$ cat src/rtl/arbitro_mux_rr_pkg.sv
`default_nettype none
// ============================================================================
//  Module   : arbitro_mux_rr_pkg
//  Purpose  : Shared lane constants, types and helpers for the 4-lane
//             mux/demux transmit scheduler.
//  Revision : 1.0 - initial release
// ============================================================================
package arbitro_mux_rr_pkg;

  // Lane count and lane-tag width are fixed by the mux/demux fabric.
  localparam int NUM_LANES      = 4;
  localparam int LANE_SEL_WIDTH = 2;

  // Lane encodings shared by the mux, the demux and the scheduler.
  localparam logic [LANE_SEL_WIDTH-1:0] LANE0 = 2'b00;
  localparam logic [LANE_SEL_WIDTH-1:0] LANE1 = 2'b01;
  localparam logic [LANE_SEL_WIDTH-1:0] LANE2 = 2'b10;
  localparam logic [LANE_SEL_WIDTH-1:0] LANE3 = 2'b11;

  typedef logic [LANE_SEL_WIDTH-1:0] lane_t;

  // One pipeline slot: whether it carries a word, and for which lane.
  typedef struct packed {
    logic  valid;
    lane_t lane;
  } stage_t;

  // Decode a lane index into its pop strobe.
  function automatic logic [NUM_LANES-1:0] lane_onehot(input lane_t idx);
    logic [NUM_LANES-1:0] v;
    v      = '0;
    v[idx] = 1'b1;
    return v;
  endfunction

  // Next lane in round-robin order; 3 wraps naturally to 0 in 2 bits.
  function automatic lane_t next_lane(input lane_t idx);
    return idx + lane_t'(1);
  endfunction

endpackage
`default_nettype wire

$ cat src/rtl/arbitro_mux_rr_if.sv
`default_nettype none
// ============================================================================
//  Module   : arbitro_mux_rr_if
//  Purpose  : Bundle of input-FIFO, destination-flag and output-word signals
//             between the scheduler and its surroundings.
//  Revision : 1.0 - initial release
// ============================================================================
interface arbitro_mux_rr_if
  import arbitro_mux_rr_pkg::*;
#(
  parameter int DATA_WIDTH = 4
) ();

  logic                      enb;
  logic [NUM_LANES-1:0]      fifo_empty;
  logic [DATA_WIDTH-1:0]     fifo_data0;
  logic [DATA_WIDTH-1:0]     fifo_data1;
  logic [DATA_WIDTH-1:0]     fifo_data2;
  logic [DATA_WIDTH-1:0]     fifo_data3;
  logic [NUM_LANES-1:0]      dest_almost_full;
  logic [NUM_LANES-1:0]      fifo_pop;
  logic                      salida_valid;
  logic [DATA_WIDTH-1:0]     salida_data;
  logic [LANE_SEL_WIDTH-1:0] salida_sel;
  logic                      idle;

  // Scheduler side.
  modport slave (
    input  enb, fifo_empty, fifo_data0, fifo_data1, fifo_data2, fifo_data3,
           dest_almost_full,
    output fifo_pop, salida_valid, salida_data, salida_sel, idle
  );

  // FIFO / environment side.
  modport master (
    output enb, fifo_empty, fifo_data0, fifo_data1, fifo_data2, fifo_data3,
           dest_almost_full,
    input  fifo_pop, salida_valid, salida_data, salida_sel, idle
  );

endinterface
`default_nettype wire

$ cat src/rtl/arbitro_mux_rr_sel.sv
`default_nettype none
// ============================================================================
//  Module   : arbitro_rr_sel
//  Purpose  : Combinational round-robin pick: first eligible lane starting
//             at the pointer and walking upward modulo 4.
//  Revision : 1.0 - initial release
// ============================================================================
module arbitro_rr_sel
  import arbitro_mux_rr_pkg::*;
(
  input  logic [NUM_LANES-1:0] i_eligible,
  input  lane_t                i_ptr,
  output logic                 o_grant_valid,
  output lane_t                o_grant_idx
);

  lane_t w_cand;

  // Walk ptr, ptr+1, ptr+2, ptr+3; the first eligible candidate wins.
  always_comb begin
    o_grant_valid = 1'b0;
    o_grant_idx   = i_ptr;
    w_cand        = i_ptr;
    for (int k = 0; k < NUM_LANES; k++) begin
      w_cand = i_ptr + lane_t'(k);
      if (!o_grant_valid && i_eligible[w_cand]) begin
        o_grant_valid = 1'b1;
        o_grant_idx   = w_cand;
      end
    end
  end

endmodule
`default_nettype wire

$ cat src/rtl/arbitro_mux_rr.sv
`default_nettype none
// ============================================================================
//  Module   : arbitro_mux_rr
//  Purpose  : Transmit-side round-robin scheduler for the 4-lane mux/demux
//             path. Pops one input FIFO per cycle, captures its word one
//             cycle later and presents it, lane-tagged, the cycle after.
//  Revision : 1.0 - initial release
// ============================================================================
module arbitro_mux_rr
  import arbitro_mux_rr_pkg::*;
#(
  parameter int DATA_WIDTH = 4,
  parameter int SEL_WIDTH  = LANE_SEL_WIDTH
) (
  input  logic               clk,
  input  logic               reset_L,
  arbitro_mux_rr_if.slave    bus
);

  logic [NUM_LANES-1:0]  w_eligible;
  logic                  w_grant_valid;
  lane_t                 w_grant_idx;
  logic [NUM_LANES-1:0]  w_pop;
  logic [DATA_WIDTH-1:0] w_capture;

  lane_t                 r_ptr;
  stage_t                r_stage1;
  logic                  r_s2_valid;
  logic [DATA_WIDTH-1:0] r_s2_data;
  logic [SEL_WIDTH-1:0]  r_s2_sel;

  // A lane may be popped only when issuing is enabled, it has data, and its
  // destination can still absorb the words that may already be in flight.
  assign w_eligible = {NUM_LANES{bus.enb}} & ~bus.fifo_empty & ~bus.dest_almost_full;

  arbitro_rr_sel u_sel (
    .i_eligible    (w_eligible),
    .i_ptr         (r_ptr),
    .o_grant_valid (w_grant_valid),
    .o_grant_idx   (w_grant_idx)
  );

  // Pop strobes are gated by reset so no FIFO is drained while held in reset.
  assign w_pop = (w_grant_valid && reset_L) ? lane_onehot(w_grant_idx) : '0;

  // Round-robin pointer moves past the granted lane; holds when nothing is granted.
  always_ff @(posedge clk or negedge reset_L) begin
    if (!reset_L) begin
      r_ptr <= LANE0;
    end else if (w_grant_valid) begin
      r_ptr <= next_lane(w_grant_idx);
    end
  end

  // Stage 1 remembers which lane was popped so its data can be picked up next cycle.
  always_ff @(posedge clk or negedge reset_L) begin
    if (!reset_L) begin
      r_stage1 <= '0;
    end else begin
      r_stage1.valid <= w_grant_valid;
      r_stage1.lane  <= w_grant_idx;
    end
  end

  // 4:1 selection of the FIFO read port belonging to the popped lane.
  always_comb begin
    w_capture = bus.fifo_data0;
    case (r_stage1.lane)
      LANE0: w_capture = bus.fifo_data0;
      LANE1: w_capture = bus.fifo_data1;
      LANE2: w_capture = bus.fifo_data2;
      LANE3: w_capture = bus.fifo_data3;
    endcase
  end

  // Stage 2 registers the word and tag; data/tag hold when no word arrives.
  always_ff @(posedge clk or negedge reset_L) begin
    if (!reset_L) begin
      r_s2_valid <= 1'b0;
      r_s2_data  <= '0;
      r_s2_sel   <= '0;
    end else begin
      r_s2_valid <= r_stage1.valid;
      if (r_stage1.valid) begin
        r_s2_data <= w_capture;
        r_s2_sel  <= SEL_WIDTH'(r_stage1.lane);
      end
    end
  end

  assign bus.fifo_pop     = w_pop;
  assign bus.salida_valid = r_s2_valid;
  assign bus.salida_data  = r_s2_data;
  assign bus.salida_sel   = LANE_SEL_WIDTH'(r_s2_sel);
  assign bus.idle         = ~(|w_pop) & ~r_stage1.valid & ~r_s2_valid;

endmodule
`default_nettype wire

$ cat src/flat_wrapper.sv
// flat-port wrapper written by rule: the top's interface ports become plain ports
module arbitro_mux_rr_flat import arbitro_mux_rr_pkg::*;
#(
  parameter int DATA_WIDTH = 4,
  parameter int SEL_WIDTH  = LANE_SEL_WIDTH
)
  (clk, reset_L, bus_enb, bus_fifo_empty, bus_fifo_data0, bus_fifo_data1, bus_fifo_data2, bus_fifo_data3, bus_dest_almost_full, bus_fifo_pop, bus_salida_valid, bus_salida_data, bus_salida_sel, bus_idle);
  arbitro_mux_rr_if #(.DATA_WIDTH(DATA_WIDTH)) bus_i ();
  input  logic clk;
  input  logic reset_L;
  input wire logic [$bits(bus_i.enb)-1:0] bus_enb;
  input wire logic [$bits(bus_i.fifo_empty)-1:0] bus_fifo_empty;
  input wire logic [$bits(bus_i.fifo_data0)-1:0] bus_fifo_data0;
  input wire logic [$bits(bus_i.fifo_data1)-1:0] bus_fifo_data1;
  input wire logic [$bits(bus_i.fifo_data2)-1:0] bus_fifo_data2;
  input wire logic [$bits(bus_i.fifo_data3)-1:0] bus_fifo_data3;
  input wire logic [$bits(bus_i.dest_almost_full)-1:0] bus_dest_almost_full;
  output wire logic [$bits(bus_i.fifo_pop)-1:0] bus_fifo_pop;
  output wire logic [$bits(bus_i.salida_valid)-1:0] bus_salida_valid;
  output wire logic [$bits(bus_i.salida_data)-1:0] bus_salida_data;
  output wire logic [$bits(bus_i.salida_sel)-1:0] bus_salida_sel;
  output wire logic [$bits(bus_i.idle)-1:0] bus_idle;
  assign bus_i.enb = bus_enb;
  assign bus_i.fifo_empty = bus_fifo_empty;
  assign bus_i.fifo_data0 = bus_fifo_data0;
  assign bus_i.fifo_data1 = bus_fifo_data1;
  assign bus_i.fifo_data2 = bus_fifo_data2;
  assign bus_i.fifo_data3 = bus_fifo_data3;
  assign bus_i.dest_almost_full = bus_dest_almost_full;
  assign bus_fifo_pop = bus_i.fifo_pop;
  assign bus_salida_valid = bus_i.salida_valid;
  assign bus_salida_data = bus_i.salida_data;
  assign bus_salida_sel = bus_i.salida_sel;
  assign bus_idle = bus_i.idle;
  arbitro_mux_rr #(.DATA_WIDTH(DATA_WIDTH), .SEL_WIDTH(SEL_WIDTH)) u_core (.clk(clk), .reset_L(reset_L), .bus(bus_i));
endmodule
$ cat config.mk
export PLATFORM = sky130hd
export DESIGN_NAME = arbitro_mux_rr_flat
export DESIGN_NICKNAME = d
export VERILOG_FILES = /design/src/rtl/arbitro_mux_rr_pkg.sv /design/src/rtl/arbitro_mux_rr_if.sv /design/src/rtl/arbitro_mux_rr_sel.sv /design/src/rtl/arbitro_mux_rr.sv /design/src/flat_wrapper.sv
export SDC_FILE = /design/constraint.sdc
export NUM_CORES = 1
export LEC_CHECK = 0
export BUFFER_PORTS_ARGS = -buffer_cell sky130_fd_sc_hd__clkbuf_2
export CORE_MARGIN = 5
export CORE_UTILIZATION = 47
export CTS_CLUSTER_DIAMETER = 30
export DETAILED_ROUTE_END_ITERATION = 10
export GPL_TIMING_DRIVEN = 1
export PLACE_DENSITY = 0.82
export SETUP_SLACK_MARGIN = 0.05
export SYNTH_ARGS = -nofsm -noshare
export SYNTH_HDL_FRONTEND = slang
export SYNTH_SLANG_ARGS = --single-unit
$ cat constraint.sdc
create_clock -name clk -period 4.7 [get_ports clk]
set_input_delay 0.705 -clock clk [delete_from_list [all_inputs] [get_ports clk]]
set_output_delay 0.705 -clock clk [all_outputs]
set_load 0.05 [all_outputs]
# [Yosys cells after proc, flatten, opt, wreduce, memory -nomap -nowiden]
# Index checks and enable logic that the tools add are counted.
[totals] register_bits=12 latch_bits=0 ramBits=0 mem_bits_ro=0 inputBits=27 out_inout_bits=12 elab_cells=57 mem_count=0
[op_classes] addsub=4 n_mul=0 div=0 magnitude_cmp=6 eq_ne=3 shift=0 mux=19 bitwise=9 n_reduce_logical=10
[ops] op="$pmux 4 s4" count=1
[ops] op="$lt 2x3->1 const B" count=5
[ops] op="$mux 1" count=9
[ops] op="$and 4x4->4" count=2
[ops] op="$bmux 1 s2" count=4
[ops] op="$not 4->4" count=2
[ops] op="$mux 2" count=3
[ops] op="$logic_and 1x1->1" count=5
[ops] op="$add 2x1->2 const B" count=2
[ops] op="$add 2x2->2 const B" count=2
[ops] op="$eq 2x2->1 const B" count=2
[ops] op="$mux 4" count=1
[ops] op="$reduce_or 4->1" count=1
[ops] op="$logic_not 1->1" count=3
[ops] op="$not 1->1" count=3
[ops] op="$and 1x1->1" count=2
[ops] op="$demux 1 s2" count=1
[ops] op="$eq 2x1->1 const B" count=1
[ops] op="$ge 2x1->1 const B" count=1
[ops] op="$logic_not 2->1" count=1

# [Logic depth before layout (Yosys ltp)]
# Gate-level depths: netlist (run 1).
[logic_depth] depth_word=24 depth_mapped=7

# [By module]
# From an unflattened synthesis (run 1), not the netlist that was laid out.
[hier_totals] hier_cells=69 hier_area_um2=728.2
[modules_own_cells] module="arbitro_mux_rr" instances=1 cells_per_inst=53 area_each_um2=631.9
[modules_own_cells] module="arbitro_rr_sel" instances=1 cells_per_inst=16 area_each_um2=96.3

# [Least setup slack after synthesis (run 1)]
# Ideal clock, no wire load.
[synth_path] path_type="input to output" start="input port bus_dest_almost_full[0]" end="output port bus_idle" arrival_time_ns=3.137 slack_ns=0.858 stages=7 path_cell_list="nor2_1 -> o21ai_0 -> a211o_2 -> a32o_1 -> ha_1 -> or4_1 -> a311oi_2"
[synth_between] elab_chain_len=23 elab_cells_between_ends=34
[synth_rtl] element="start: declaration" line="flat_wrapper.sv:17" source="input wire logic [$bits(bus_i.dest_almost_full)-1:0] bus_dest_almost_full;"
[synth_rtl] element="$not 4->4 (*)" line="arbitro_mux_rr.sv:34" source="assign w_eligible = {NUM_LANES{bus.enb}} & ~bus.fifo_empty & ~bus.dest_almost_full;"
[synth_rtl] element="$and 4x4->4 (*)" line="arbitro_mux_rr.sv:34"
[synth_rtl] element="$bmux 1 s2" line="arbitro_mux_rr_sel.sv:26" source="if (!o_grant_valid && i_eligible[w_cand]) begin"
[synth_rtl] element="$mux 1 (not written as such)" line="arbitro_mux_rr_sel.sv:26"
[synth_rtl] element="$mux 1" line="arbitro_mux_rr_sel.sv:26"
[synth_rtl] element="$logic_not 1->1" line="arbitro_mux_rr_sel.sv:26"
[synth_rtl] element="$logic_and 1x1->1" line="arbitro_mux_rr_sel.sv:26"
[synth_rtl] element="$mux 1" line="arbitro_mux_rr_sel.sv:26"
[synth_rtl] element="[6 not listed]"
[synth_rtl] element="named net u_core.u_sel.o_grant_idx[1]" line="arbitro_mux_rr_sel.sv:14" source="output lane_t o_grant_idx"
[synth_rtl] element="$lt 2x3->1 (not written as such) / $ge 2x1->1 (equally long branches)" line="arbitro_mux_rr_pkg.sv:32" source="v[idx] = 1'b1;"
[synth_rtl] element="$logic_and 1x1->1 (not written as such)" line="arbitro_mux_rr_pkg.sv:32"
[synth_rtl] element="$mux 1 (not written as such)" line="arbitro_mux_rr_pkg.sv:32"
[synth_rtl] element="$demux 1 s2 (*)"
[synth_rtl] element="$mux 4 (*)" line="arbitro_mux_rr.sv:44" source="assign w_pop = (w_grant_valid && reset_L) ? lane_onehot(w_grant_idx) : '0;"
[synth_rtl] element="$reduce_or 4->1 (*)" line="arbitro_mux_rr.sv:95" source="assign bus.idle = ~(|w_pop) & ~r_stage1.valid & ~r_s2_valid;"
[synth_rtl] element="$not 1->1 (*)" line="arbitro_mux_rr.sv:95"
[synth_rtl] element="$and 1x1->1 (*) (2 in a row)" line="arbitro_mux_rr.sv:95"
[synth_rtl] element="end: declaration" line="flat_wrapper.sv:22" source="output wire logic [$bits(bus_i.idle)-1:0] bus_idle;"
# Mark *: on every way through the listed nets, which the timed path passes. The rest lies on a longest branch. The select of a mux whose other input is x is not followed.

# [Worst setup path in the final report (run 1)]
# Ends and elaborated chain as after synthesis.

==> results of run 1 <==
-- final timing paths --
path,to
max,bus_idle
min,u_core.r_ptr[0]$_DFFE_PN0N_
max reg2reg,u_core.r_ptr[1]$_DFFE_PN0N_
min reg2reg,u_core.bus.salida_sel[0]$_DFFE_PN0P_
max in group asynchronous,u_core.bus.salida_data[1]$_DFFE_PN0P_
min in group clk,u_core.bus.salida_sel[0]$_DFFE_PN0P_
-- state kept, by name (all words and copies together) (netlist names) --
name,flops
u_core.r_ptr,2
u_core.bus.salida_data,4
u_core.bus.salida_sel,2
u_core.bus.salida_valid,1
u_core.r_stage1,3
-- worst max-delay path: stages --
cell and delay (ns):
clkbuf_2 0.08, nor2_1 0.31, o21ai_0 0.13, a211o_2 0.33, a32o_1 0.24, ha_1 0.19
or4_1 0.53, a311oi_2 0.27, clkbuf_2 0.31
-- power by group through the flow --
| stage | clock network, mW | registers (mW) | logic, mW |
|---|---|---|---|
| floorplan | 0 | 0.270 | 0.125 |
| global placement | 0 | 0.183 | 0.274 |
| detailed placement | 0 | 0.187 | 0.282 |
| CTS | 0.0850 | 0.185 | 0.282 |
| global route | 0.0924 | 0.191 | 0.299 |
| finish | 0.0867 | 0.184 | 0.279 |
-- through the flow --
| stage | instances | power, mW |
|---|---|---|
| global route | 118 | 0.582 |
| global placement | 114 | 0.458 |
| floorplan | 61 | 0.396 |
| finish | 118 | 0.550 |
| detailed placement | 114 | 0.469 |
| CTS | 118 | 0.552 |
-- cells in the mapped netlist (all sizes together) --
cell / number / area share [%]
nor2: 6 / 3.2
ha: 4 / 6.5
nor3: 1 / 0.65
or2: 1 / 0.81
nand2: 3 / 1.5
o21ai: 1 / 0.65
a21oi: 1 / 0.65
and3: 4 / 3.9
a31o: 1 / 1.1
o31ai: 1 / 0.97
or4: 1 / 0.97
inv: 2 / 0.97
clkbuf: 1 / 0.48
o21a: 2 / 1.9
a32oi: 1 / 1.1
a21boi: 1 / 0.97
o31a: 1 / 1.3
a311oi: 1 / 1.9
a211o: 1 / 1.3
dfrtp: 12 / 39
o41ai: 1 / 3.6
mux2: 7 / 10
a32o: 1 / 1.3
mux4: 4 / 12
nor4b: 1 / 1.1
o32ai: 1 / 2.1
-- metal layers --
metal  wire length, microns  global-route usage, %
met1                    646                   17.9
met2                   1020                   26.2
met3                    168                   1.78
met4                     47                   6.81
met5                      0                      0
-- area by class of cell --
class | instances | area share [%]
multi-input combinational | 46 | 45.5
inverter | 2 | 0.738
sequential | 12 | 29.5
timing repair buffer | 38 | 18.7
tap | 16 | 1.97
clock buffer | 4 | 3.57
-- cell families (layout without fill, tap and decap cells) --
logic type,count (synthesis),after routing
muxes,11,11
AOI/OAI and AO/OA,14,14
and+or+nand+nor,17,17
DFF,12,12
adders and majority gates,4,4
buffers and inverters,3,44
-- placed cells by master (no fill, tap or decap), types with 2 or more instances in the layout --
master,n
and3_2,4
dfrtp_1,12
nand2_1,3
o21a_1,2
ha_1,4
clkbuf_4,3
mux4_2,3
nor2_1,5
clkbuf_2,38
mux2_2,7
==> reports/results.txt, run 1 <==
Htree depth: 1
Simple-Gate Fraction of Synth Area: 12.1%
PostCTS Resize Cnt: 0
CTS tree: done
# IOs: 39
Root Driver: clkbuf_4
NetSw: 0.255 mW
Synth Warn #: 0
CP Launch Type: input pin
Rows: 14
ANT nets after route: 0
Synth Area in XOR/XNOR: 0%
Pre-antenna DRT Iters: 2
Post-synthesis mux area share: 22.3%
Vias per cell: 5.87
Setup Skew: 0.00799 ns
Die area: 2560 sq um
Crit path capture type: primary output
Post-synthesis adder-cell area fraction: 6.46%
Leak Pwr: 0.504 nW
Die W: 50.6 microns
Critical path data arrival time: 3.09 ns
# fillers: 134
CTS Hold Bufs: 0
R2R setup slack: 2.78 ns
WL final: 1880 microns
Fmax: 264 MHz
Sequential Power Share: 33.5%
Final Wtd Congestion: 0.825
Port Buffer Count: 38
Clock latency on the worst-skew pair: 0.28 ns
First-pass GRT wire length: 3050 microns
GR Util All Layers: 14.9%
Combinational power share: 50.8%
Drt initial violations: 3
Reg2Reg Depth: 6
Synthesized cell area: 774 sq um
Post-route setup TNS: 0 ns
Final Net Count: 134
CP startpoint: bus_dest_almost_full[0]
Max-cap viol count: 0
Yosys reg bits: 12
Peak VDD IR: 0.273 mV
Register area share after synthesis: 38.8%
CP max FO: 4
Worst hold path type: input pin to asynchronous set/reset pin
Fin crit period: 3.79 ns
Final Core Density: 66.0%
Kind of critical path: input pin to primary output
Share of cells above drive strength 1: 62.7%
Largest net degree at the start of global routing: 18
Initial core utilization: 50.2%
Initial antenna violation count: 0
Status: completed
DRC: 0
Diodes inserted: 0
Core area: 1540 sq um
TritonCTS Buffers: 3
Via count: 693
Largest family of logic cells by synthesized area: multiplexers
Switching fraction of total power: 46.4%
Crit path required time: 3.99 ns
Worst Hold Slack: 0.320 ns
Pin slew with the least headroom to its limit: 0.443 ns
Area of placed instances: 981 sq um
Post-synthesis compound-gate area fraction: 18.9%
Setup WS pre-CTS: 0.910 ns
Syn avg cell area: 12.7 sq um
DPL Wire Length: 1600 microns
Setup ws final: 0.906 ns
CTS max path bufs: 2
Slew Viols, Final: 0
Number of global-route vias before repair: 704
GRT overflow: 0
Storage element area: 300 sq um
CTS Sinks: 12
Layout area overhead: 31.3%
Final setup vio count: 0
Post-route cell area: 1020 sq um
Post-CTS setup buffer count: 0
Netlist cell types: 29
Multi-input logic area: 463 sq um
RSZ-0062 raised after global routing: false
Reg-to-reg startpoint: u_core.r_ptr[0]$_DFFE_PN0N_
Drt wl/cell: 15.9 microns
Power density over the cells: 540 nW/um^2
Slew headroom: 70.4%
Syn Nets: 92
Die height: 50.6 microns
Reg clk slew, reported paths: 0.09 ns
Period Utilization, post-route: 80.7%
Internal: 0.294 mW
Clk pwr share: 15.8%
Final Hold Vio Count: 0
Post-Synthesis Cells: 61
Note: power is estimated with default switching activity, not from simulation.
==> inputs of run 2 (changes only) <==
CORE_UTILIZATION = 44   (was 47)
PLACE_DENSITY = 0.78   (was 0.82)
clock period = 3.9 ns   (was 4.7 ns; I/O delays follow)
==> run 2 against run 1 <==
Critical path depth unchanged. Final cell count increased by 7.6%. Sequential power increased by 21%. Clock skew increased by 0.0040 ns. Highest routed layer is now met3. Sequential share of layout area decreased by 0.32 points.
==> reports/results.txt, run 2 (same netlist as run 1, synthesis figures left out) <==
Via count: 691 (-0.29%)
Commonest non-fill, non-tap cell in the layout: clkbuf_2
Final Wtd Congestion: 0.735 (-11%)
Area of placed instances: 992 sq um (+1.1%)
Peak VDD IR: 0.280 mV (+2.6%)
WL final: 1810 microns (-3.7%)
Critical path data arrival time: 2.96 ns (-0.13 ns)
Root Driver: clkbuf_4
WL met2: 944 microns (-7.3%)
CTS Sinks: 12 (unchanged)
Diodes inserted: 0 (unchanged)
Initial antenna violation count: 0 (unchanged)
Slew Viols, Final: 0 (unchanged)
Vias per cell: 5.44 (-7.4%)
Drt initial violations: 3 (unchanged)
Final Core Density: 60.2% (-5.8 points)
Crit path capture type: primary output
Fin crit period: 3.55 ns
GRT overflow: 0 (unchanged)
Number of global-route vias before repair: 668 (-5.1%)
PostCTS Resize Cnt: 0 (unchanged)
CP Launch Type: input pin
Kind of critical path: input pin to primary output
Final Hold Vio Count: 0 (unchanged)
Core area: 1710 sq um (+11%)
Post-route setup TNS: 0 ns (unchanged)
Power density over the cells: 643 nW/um^2 (+19%)
Die area: 2700 sq um (+5.4%)
Met3 wire length: 146 microns (-13%)
Commonest non-fill, non-tap cells in the layout: clkbuf_2, dfrtp_1, mux2_2
CTS max path bufs: 2 (unchanged)
Reg clk slew, reported paths: 0.09 ns (about the same)
DRC: 0 (unchanged)
Period Utilization, post-route: 91.0%
Max-cap viol count: 0 (unchanged)
Final Net Count: 134 (unchanged)
Final setup vio count: 0 (unchanged)
CTS tree: done
CTS Hold Bufs: 0 (unchanged)
GR Util All Layers: 13.9% (-1.1 points)
Post-CTS setup buffer count: 0 (unchanged)
Die height: 52.0 microns (+2.7%)
Highest metal used: met3
RSZ-0062 raised after global routing: false
Power Total: 0.661 mW (+20%)
Slew headroom: 71.7% (+1.3 points)
Htree depth: 1 (unchanged)
Fmax: 282 MHz
TritonCTS Buffers: 3 (unchanged)
Pre-antenna DRT Iters: 4 (+2)
Layout area overhead: 32.8%
Die W: 52.0 microns (+2.7%)
Share of cells above drive strength 1: 62.7% (unchanged)
Initial core utilization: 45.3% (-4.9 points)
First-pass GRT wire length: 2820 microns (-7.7%)
Post-route cell area: 1030 sq um (+1.1%)
Worst hold path type: input pin to asynchronous set/reset pin
Drt wl/cell: 14.3 microns (-10%)
Max reg flops: 4 (unchanged)
Leak Pwr: 0.504 nW (unchanged)
Met1 wire length: 721 microns (+12%)
Setup Skew: 0.0119 ns (+0.00396 ns)
Pin slew with the least headroom to its limit: 0.423 ns (-0.0193 ns)
ANT nets after route: 0 (unchanged)
Status: completed
Largest net degree at the start of global routing: 18 (unchanged)
CP max FO: 4 (unchanged)
Port Buffer Count: 38 (unchanged)
Rows: 15 (+1)
Crit path required time: 3.31 ns (-0.68 ns)
Clock latency on the worst-skew pair: 0.28 ns (about the same)
# IOs: 39 (unchanged)
-- run 2: cell counts in the layout (fill, tap and decap cells not counted) --
No cell type changed its count.
-- run 2: through the flow --
step	setup slack [ns]	instances	hold slack [ns]
after detailed placement	0.365	123	0.498
after global placement	0.362	123	0.489
after CTS	0.362	127	0.220
after global routing	0.251	127	0.232
final	0.351	127	0.208
after floorplan	0.298	61	0.289
-- run 2: cell type report --
| class | count | area, sq um |
|---|---|---|
| fill | 147 | 679 |
| sequential | 12 | 300 |
| inverter | 2 | 7.51 |
| multi-input combinational | 46 | 463 |
| tap | 25 | 31.3 |
| timing repair buffer | 38 | 190 |
| clock buffer | 4 | 36.3 |
-- run 2: per-layer routing --
layer  GRT usage, %  up-vias
met5              0        -
met4           3.93        0
met3           3.44        0
met2           25.5       24
met1           15.6      338
li1               -      329
-- run 2: worst paths after layout --
kind,from,slack (ns),end,cells after the start
max,bus_dest_almost_full[0],0.35,bus_idle,9
min,reset_L,0.21,u_core.bus.salida_data[2]$_DFFE_PN0P_,1
max reg2reg,u_core.r_ptr[1]$_DFFE_PN0N_,1.94,u_core.r_ptr[1]$_DFFE_PN0N_,6
min reg2reg,u_core.bus.salida_data[3]$_DFFE_PN0P_,0.51,u_core.bus.salida_data[3]$_DFFE_PN0P_,1
max in group asynchronous,reset_L,3.41,u_core.bus.salida_valid$_DFF_PN0_,1
min in group clk,u_core.bus.salida_data[3]$_DFFE_PN0P_,0.51,u_core.bus.salida_data[3]$_DFFE_PN0P_,1
-- run 2: power breakdown --
| group | switching [mW] | leakage, nW | internal [mW] |
|---|---|---|---|
| logic | 0.212 | 0.341 | 0.125 |
| clock network | 0.0439 | 0.0210 | 0.0567 |
| registers | 0.0503 | 0.142 | 0.173 |
-- run 2: worst max-delay path: stages --
cell and delay (ns):
clkbuf_2 0.08, nor2_1 0.30, o21ai_0 0.13, a211o_2 0.33, a32o_1 0.24, ha_1 0.19, or4_1 0.53, a311oi_2 0.27
clkbuf_2 0.31
